===== src/rtl/seq_divider.sv =====
// seq_divider: multi-cycle restoring divider, one quotient bit per clock.
// Supports unsigned and two's-complement operands selected per operation,
// a start/busy/done handshake, and divide-by-zero / signed-overflow flags.
// Signed operands are reduced to magnitudes before the divide loop and the
// result signs are reapplied in a final fix-up cycle.
module seq_divider #(
  parameter int WIDTH = 16
) (
  input  logic             clk,
  input  logic             rst,
  input  logic             ld,
  input  logic             sgn,
  input  logic [WIDTH-1:0] a,
  input  logic [WIDTH-1:0] b,
  output logic [WIDTH-1:0] q,
  output logic [WIDTH-1:0] r,
  output logic             busy,
  output logic             done,
  output logic             dbz,
  output logic             ovf
);

  localparam int CW = $clog2(WIDTH);

  typedef enum logic [1:0] {
    S_IDLE = 2'd0,
    S_PREP = 2'd1,
    S_DIV  = 2'd2,
    S_FIX  = 2'd3
  } state_t;

  // ---------------------------------------------------------------------
  // State and datapath registers
  // ---------------------------------------------------------------------
  state_t            r_state;
  state_t            w_state_next;

  // Operands exactly as captured with ld (raw a is needed for the
  // divide-by-zero remainder, raw b for the overflow check).
  logic [WIDTH-1:0]  r_a;
  logic [WIDTH-1:0]  r_b;
  logic              r_sgn;

  // Divide loop: r_quo starts as |a| and fills with quotient bits from the
  // right, r_rem holds the partial remainder, r_div holds |b|.
  logic [WIDTH-1:0]  r_quo;
  logic [WIDTH-1:0]  r_rem;
  logic [WIDTH-1:0]  r_div;
  logic [CW-1:0]     r_count;

  // Sign bookkeeping and exceptional-case markers from PREP.
  logic              r_qneg;
  logic              r_rneg;
  logic              r_zero_div;

  // Registered outputs.
  logic [WIDTH-1:0]  r_q;
  logic [WIDTH-1:0]  r_r;
  logic              r_busy;
  logic              r_done;
  logic              r_dbz;
  logic              r_ovf;

  // ---------------------------------------------------------------------
  // Combinational helpers
  // ---------------------------------------------------------------------
  logic              w_accept;
  logic [WIDTH-1:0]  w_mag_a;
  logic [WIDTH-1:0]  w_mag_b;
  logic              w_b_zero;
  logic [WIDTH:0]    w_shift;
  logic [WIDTH:0]    w_diff;
  logic              w_qbit;
  logic [WIDTH-1:0]  w_rem_next;
  logic [WIDTH-1:0]  w_q_fix;
  logic [WIDTH-1:0]  w_r_fix;
  logic              w_ovf;
  logic [WIDTH-1:0]  w_min_val;

  assign w_min_val = {1'b1, {(WIDTH-1){1'b0}}};

  // A start request is taken only in IDLE, and not in the cycle that is
  // still presenting done: that cycle is the tail of the fix-up step.
  assign w_accept = (r_state == S_IDLE) && ld && !r_done;

  // Magnitudes: negate only for signed operands with the MSB set. The most
  // negative value negates to itself, which reads correctly as unsigned.
  assign w_mag_a  = (r_sgn && r_a[WIDTH-1]) ? (-r_a) : r_a;
  assign w_mag_b  = (r_sgn && r_b[WIDTH-1]) ? (-r_b) : r_b;
  assign w_b_zero = (r_b == '0);

  // Restoring step: shift {R, Q} left by one, trial-subtract |b| in
  // WIDTH+1 bits so the top bit of the difference is the borrow.
  assign w_shift    = {r_rem, r_quo[WIDTH-1]};
  assign w_diff     = w_shift - {1'b0, r_div};
  assign w_qbit     = ~w_diff[WIDTH];
  // When the trial fails the shifted value is below |b| < 2^WIDTH, so its
  // top bit is zero and nothing is lost by keeping WIDTH bits.
  assign w_rem_next = w_qbit ? w_diff[WIDTH-1:0] : w_shift[WIDTH-1:0];

  // Final results: divide-by-zero bypasses the loop entirely; otherwise
  // the magnitudes get their signs back.
  assign w_q_fix = r_zero_div ? {WIDTH{1'b1}} : (r_qneg ? (-r_quo) : r_quo);
  assign w_r_fix = r_zero_div ? r_a           : (r_rneg ? (-r_rem) : r_rem);

  // MIN / -1 is the only signed quotient that cannot be represented; the
  // datapath already wraps it to MIN, this only raises the flag.
  assign w_ovf = r_sgn && !r_zero_div && (r_a == w_min_val) && (&r_b);

  // ---------------------------------------------------------------------
  // FSM state register
  // ---------------------------------------------------------------------
  // Advance the control state; reset returns to IDLE and aborts any divide.
  always_ff @(posedge clk) begin
    if (rst) begin
      r_state <= S_IDLE;
    end else begin
      r_state <= w_state_next;
    end
  end

  // Next-state decode: IDLE -> PREP -> DIV (WIDTH steps) -> FIX -> IDLE,
  // with PREP jumping straight to FIX when the divisor is zero.
  always_comb begin
    w_state_next = r_state;
    case (r_state)
      S_IDLE: begin
        if (w_accept) begin
          w_state_next = S_PREP;
        end
      end
      S_PREP: begin
        if (w_b_zero) begin
          w_state_next = S_FIX;
        end else begin
          w_state_next = S_DIV;
        end
      end
      S_DIV: begin
        if (r_count == '0) begin
          w_state_next = S_FIX;
        end
      end
      S_FIX: begin
        w_state_next = S_IDLE;
      end
      default: begin
        w_state_next = S_IDLE;
      end
    endcase
  end

  // ---------------------------------------------------------------------
  // Datapath and output registers
  // ---------------------------------------------------------------------
  // Capture operands, run the restoring loop, and publish results in FIX.
  always_ff @(posedge clk) begin
    if (rst) begin
      r_a        <= '0;
      r_b        <= '0;
      r_sgn      <= 1'b0;
      r_quo      <= '0;
      r_rem      <= '0;
      r_div      <= '0;
      r_count    <= '0;
      r_qneg     <= 1'b0;
      r_rneg     <= 1'b0;
      r_zero_div <= 1'b0;
      r_q        <= '0;
      r_r        <= '0;
      r_busy     <= 1'b0;
      r_done     <= 1'b0;
      r_dbz      <= 1'b0;
      r_ovf      <= 1'b0;
    end else begin
      r_done <= 1'b0;
      case (r_state)
        S_IDLE: begin
          if (w_accept) begin
            r_a    <= a;
            r_b    <= b;
            r_sgn  <= sgn;
            r_busy <= 1'b1;
            // Flags describe the last operation; a new one clears them.
            // q/r are left alone so the previous result stays readable.
            r_dbz  <= 1'b0;
            r_ovf  <= 1'b0;
          end
        end
        S_PREP: begin
          r_quo      <= w_mag_a;
          r_rem      <= '0;
          r_div      <= w_mag_b;
          r_qneg     <= r_sgn && (r_a[WIDTH-1] ^ r_b[WIDTH-1]);
          r_rneg     <= r_sgn && r_a[WIDTH-1];
          r_zero_div <= w_b_zero;
          r_count    <= CW'(WIDTH - 1);
        end
        S_DIV: begin
          r_rem   <= w_rem_next;
          r_quo   <= {r_quo[WIDTH-2:0], w_qbit};
          r_count <= r_count - CW'(1);
        end
        S_FIX: begin
          r_q    <= w_q_fix;
          r_r    <= w_r_fix;
          r_dbz  <= r_zero_div;
          r_ovf  <= w_ovf;
          r_done <= 1'b1;
          r_busy <= 1'b0;
        end
        default: begin
          r_busy <= 1'b0;
        end
      endcase
    end
  end

  assign q    = r_q;
  assign r    = r_r;
  assign busy = r_busy;
  assign done = r_done;
  assign dbz  = r_dbz;
  assign ovf  = r_ovf;

endmodule


===== config.mk =====
export PLATFORM = sky130hd
export DESIGN_NAME = seq_divider
export DESIGN_NICKNAME = d
export VERILOG_FILES = /design/src/rtl/seq_divider.sv
export SDC_FILE = /design/constraint.sdc
export NUM_CORES = 1
export LEC_CHECK = 0
export BUFFER_PORTS_ARGS = -buffer_cell sky130_fd_sc_hd__buf_4
export CAP_MARGIN = 30
export CELL_PAD_IN_SITES_DETAIL_PLACEMENT = 0
export CELL_PAD_IN_SITES_GLOBAL_PLACEMENT = 1
export CORE_UTILIZATION = 40
export DETAILED_ROUTE_END_ITERATION = 16
export HOLD_SLACK_MARGIN = 0.1
export PLACE_DENSITY_LB_ADDON = 0.2
export SETUP_SLACK_MARGIN = 0.15
export SLEW_MARGIN = 30
export SYNTH_ARGS = -nofsm -noshare
export SYNTH_HDL_FRONTEND = slang
export SYNTH_SLANG_ARGS = --single-unit

===== constraint.sdc =====
create_clock -name clk -period 2.44 [get_ports clk]
set_clock_uncertainty 0.2 [all_clocks]
set_input_delay 0.244 -clock clk [delete_from_list [all_inputs] [get_ports clk]]
set_output_delay 0.244 -clock clk [all_outputs]
set_load 0.02 [all_outputs]

==> results.py <==
metrics = {
    "outcome": {
        "status": "finished with violations",
        "violations": "negative setup slack",
    },
    "synth": {
        "yosys.area_share.adder": 0.0469,
        "seq_area_frac_synth": 0.342,
        "syn_nets": 1009,
        "synth_most_common_cell": "nand2_1",
        "synth_area_leaders": "dfxtp_1, nand2_1, a21oi_1, nor2_1, ha_1",
        "netlist.area_leader.share": 0.342,
        "ys_ff_latch": 126,
        "synth_edf_count": 0,
        "synth_top_family_by_area": "simple AND/OR/NAND/NOR gates",
        "synth-async-reset-ratio": 0,
        "yosys.area_share.simple": 0.232,
        "synth.area.mux_share": 0.0382,
        "yosysUniqueCellTypes": 74,
        "netlist_top_cells_count": "nand2_1, dfxtp_1, nor2_1, a21oi_1, o21ai_0",
        "synth_flop_cell": "dfxtp_1",
        "synthXorXnorAreaFrac": 0.0690,
        "synth_compound_area_frac": 0.215,
        "yosys_warnings": 0,
        "syn_inst": 946,
        "avgSynthCellArea_um2": 7.79,
        "syn_area_mm2": 0.00737,
        "synth_top_area_cell": "dfxtp_1",
    },
    "cts": {
        "clk_pin_slew_worst_paths_ns": 0.06,
        "h-tree-depth": 4,
        "clockBufferDepth": 2,
        "cts.sinks": 126,
        "cts_inserted_buffers": 17,
        "clk_latency_ns": 0.42,
        "cts_tree": "done",
        "clock-root-buffer": "clkbuf_16",
    },
    "finish": {
        "final_cell_area_mm2": 0.00982,
        "diodes": 0,
        "finalNetCount": 1170,
        "final_layout_size_suffix_gt1_frac": 0.225,
        "layout.cells.non_filler": 1348,
        "area_growth_pct": 33.3,
        "fillers": 1745,
    },
    "pwr": {
        "pwr-share-comb": 0.482,
        "switching_power_mw": 3.95,
        "power_mw": 10.1,
        "pwr_density_cell_mw_per_mm2": 1030,
        "ir_worst_vdd_uv": 601,
        "leakagePower_nw": 3.95,
        "p_seq_frac": 0.270,
        "intPower_mw": 6.19,
        "swShare": 0.390,
        "p_clk_frac": 0.248,
    },
    "sta": {
        "slew_headroom": 0.541,
        "slew_violations": 0,
        "clock.fmax_ghz": 0.387,
        "tns_ns": -1.81,
        "fin_ws_ns": -0.147,
        "rsz0062_at_grt": "yes",
        "worst_pin_slew_ns": 0.688,
        "fin_crit_sh": 1.06,
        "setup_viol": 17,
        "whs_ns": 0.199,
        "period_minus_slack_ns": 2.59,
        "hold_violations": 0,
    },
    "grt": {
        "grtUsageTotal": 0.240,
        "overflow": 0,
        "grt.busiest_layer": "met2",
        "antenna_found_initial": 0,
        "grtUsageMet2": 0.356,
        "grt_max_degree": 60,
        "use_met1": 0.352,
        "grt_pass1_wl_mm": 35.0,
        "first_global_vias": 6549,
        "grt_util_met3": 0.0361,
    },
    "floorplan": {
        "die_w_um": 138,
        "ios": 72,
        "num_rows": 49,
        "die_area_mm2": 0.0190,
        "coreArea_mm2": 0.0180,
        "die_h_um": 138,
        "start_util": 0.409,
    },
    "route": {
        "wl_per_cell_um": 16.3,
        "via_per_inst": 5.35,
        "drc": 0,
        "routed_wl_mm": 22.0,
        "firstDrtPassIters": 5,
        "drt-initial-drc-count": 372,
        "antenna_left": 0,
        "vias": 7206,
    },
    "placement": {
        "placed_cell_area_mm2": 0.00878,
        "gp_congestion": 0.871,
        "portBuffers": 71,
        "dp_hpwl_mm": 16.2,
        "place_inst": 1278,
    },
    "critical_path": {
        "cp-start-kind": "flop",
        "worstPathRequired_ns": 2.55,
        "startpoint": "r_quo[15]$_SDFFE_PP0P_",
        "arrival_ns": 2.69,
        "cp_max_fo": 6,
        "endpoint_kind": "flop",
        "r2r-start": "r_quo[15]$_SDFFE_PP0P_",
        "setup.worst_path.class": "reg2reg",
    },
    "run": {
        "max-cap-violations": 0,
    },
    "hold_path": {
        "min_path_type": "in2reg",
        "worstHoldStart": "ld",
    },
}
layout by cell type (no fill, tap or decap), types with 23 or more instances in the layout:
master,instances
o21ai_0,45
nand2_1,147
nor2_1,91
inv_1,36
xnor2_1,35
a21oi_1,70
mux2i_1,27
dlygate4sd3_1,34
nand2b_1,23
dfxtp_1,119
buf_4,169
through the flow:
step,worst slack (ns),util
global placement,-0.126,0.487
CTS,-0.162,0.540
finish,-0.147,0.545
global route,-0.245,0.545
floorplan,-0.00459,-
detailed placement,-0.168,0.487
power by group through the flow:
| stage | logic [mW] | registers (mW) | clock network (mW) |
|---|---|---|---|
| after CTS | 4.81 | 2.73 | 2.56 |
| final | 4.89 | 2.74 | 2.52 |
| after global placement | 4.63 | 2.76 | 0 |
| after global routing | 5.37 | 2.79 | 2.64 |
| after detailed placement | 4.63 | 2.77 | 0 |
| after floorplan | 3.14 | 2.74 | 0 |
sequential cells by signal, indices dropped and copies added, names as in the netlist:
register,cells
q,16
r,16
r_a,16
r_b,16
r_div,16
r_quo,16
r_rem,16
r_count,4
r_state,2
busy,1
dbz,1
done,1
ovf,1
r_qneg,1
r_rneg,1
r_sgn,1
r_zero_div,1
layer usage:
layer | vias up | wire, µm | share of wire
met2 | 207 | 9530 | 0.43
met4 | 0 | 253 | 0.012
li1 | 3653 | - | -
met5 | - | 0 | 0
met3 | 22 | 1130 | 0.051
met1 | 3324 | 11100 | 0.50
worst max-delay path, cell delays in order (launching register included):
cell and delay [ns]:
dfxtp_2 0.33, inv_2 0.05, ha_4 0.16, fa_2 0.38
nor2b_4 0.15, o31a_4 0.15, o211ai_4 0.08, a21oi_4 0.25
o32a_1 0.27, buf_4 0.15, a21oi_2 0.05, a221o_1 0.25
cells by family after synthesis:
family | after synthesis
and+or+nand+nor | 364
AOI/OAI and AO/OA | 241
DFF | 126
buffers and inverters | 102
xor gates and xnor gates | 58
muxes | 28
adders and majority gates | 27
area by class of cell:
| class | count | area, µm² | area share |
|---|---|---|---|
| Tap cell | 229 | 287 | 0.0292 |
| Timing Repair Buffer | 207 | 1670 | 0.170 |
| Multi-Input combinational cell | 718 | 4620 | 0.470 |
| Clock inverter | 10 | 114 | 0.0116 |
| Sequential cell | 126 | 2540 | 0.258 |
| Clock buffer | 21 | 460 | 0.0469 |
| Inverter | 37 | 139 | 0.0141 |
path summary, 6_finish.rpt:
| kind | endpoint | slack (ns) | depth (start not counted) |
|---|---|---|---|
| worst max-delay path | r_rem[10]$_SDFFE_PP0P_ | -0.15 | 11 |
| worst min-delay path | r_b[9]$_SDFFE_PP0P_ | 0.20 | 6 |
| worst max register to register | r_rem[10]$_SDFFE_PP0P_ | -0.15 | 11 |
| worst min register to register | r_div[15]$_SDFFE_PP0P_ | 0.28 | 2 |
timing repair:
item	4_1_cts	5_1_grt
resized for setup	5	19
pin swaps	5	20
hold endpoints to repair	52	0
setup buffers	4	1
hold buffers	34	0
cloned	0	0
setup endpoints to repair	19	30
No activity file was read; power rests on OpenSTA's default activity.
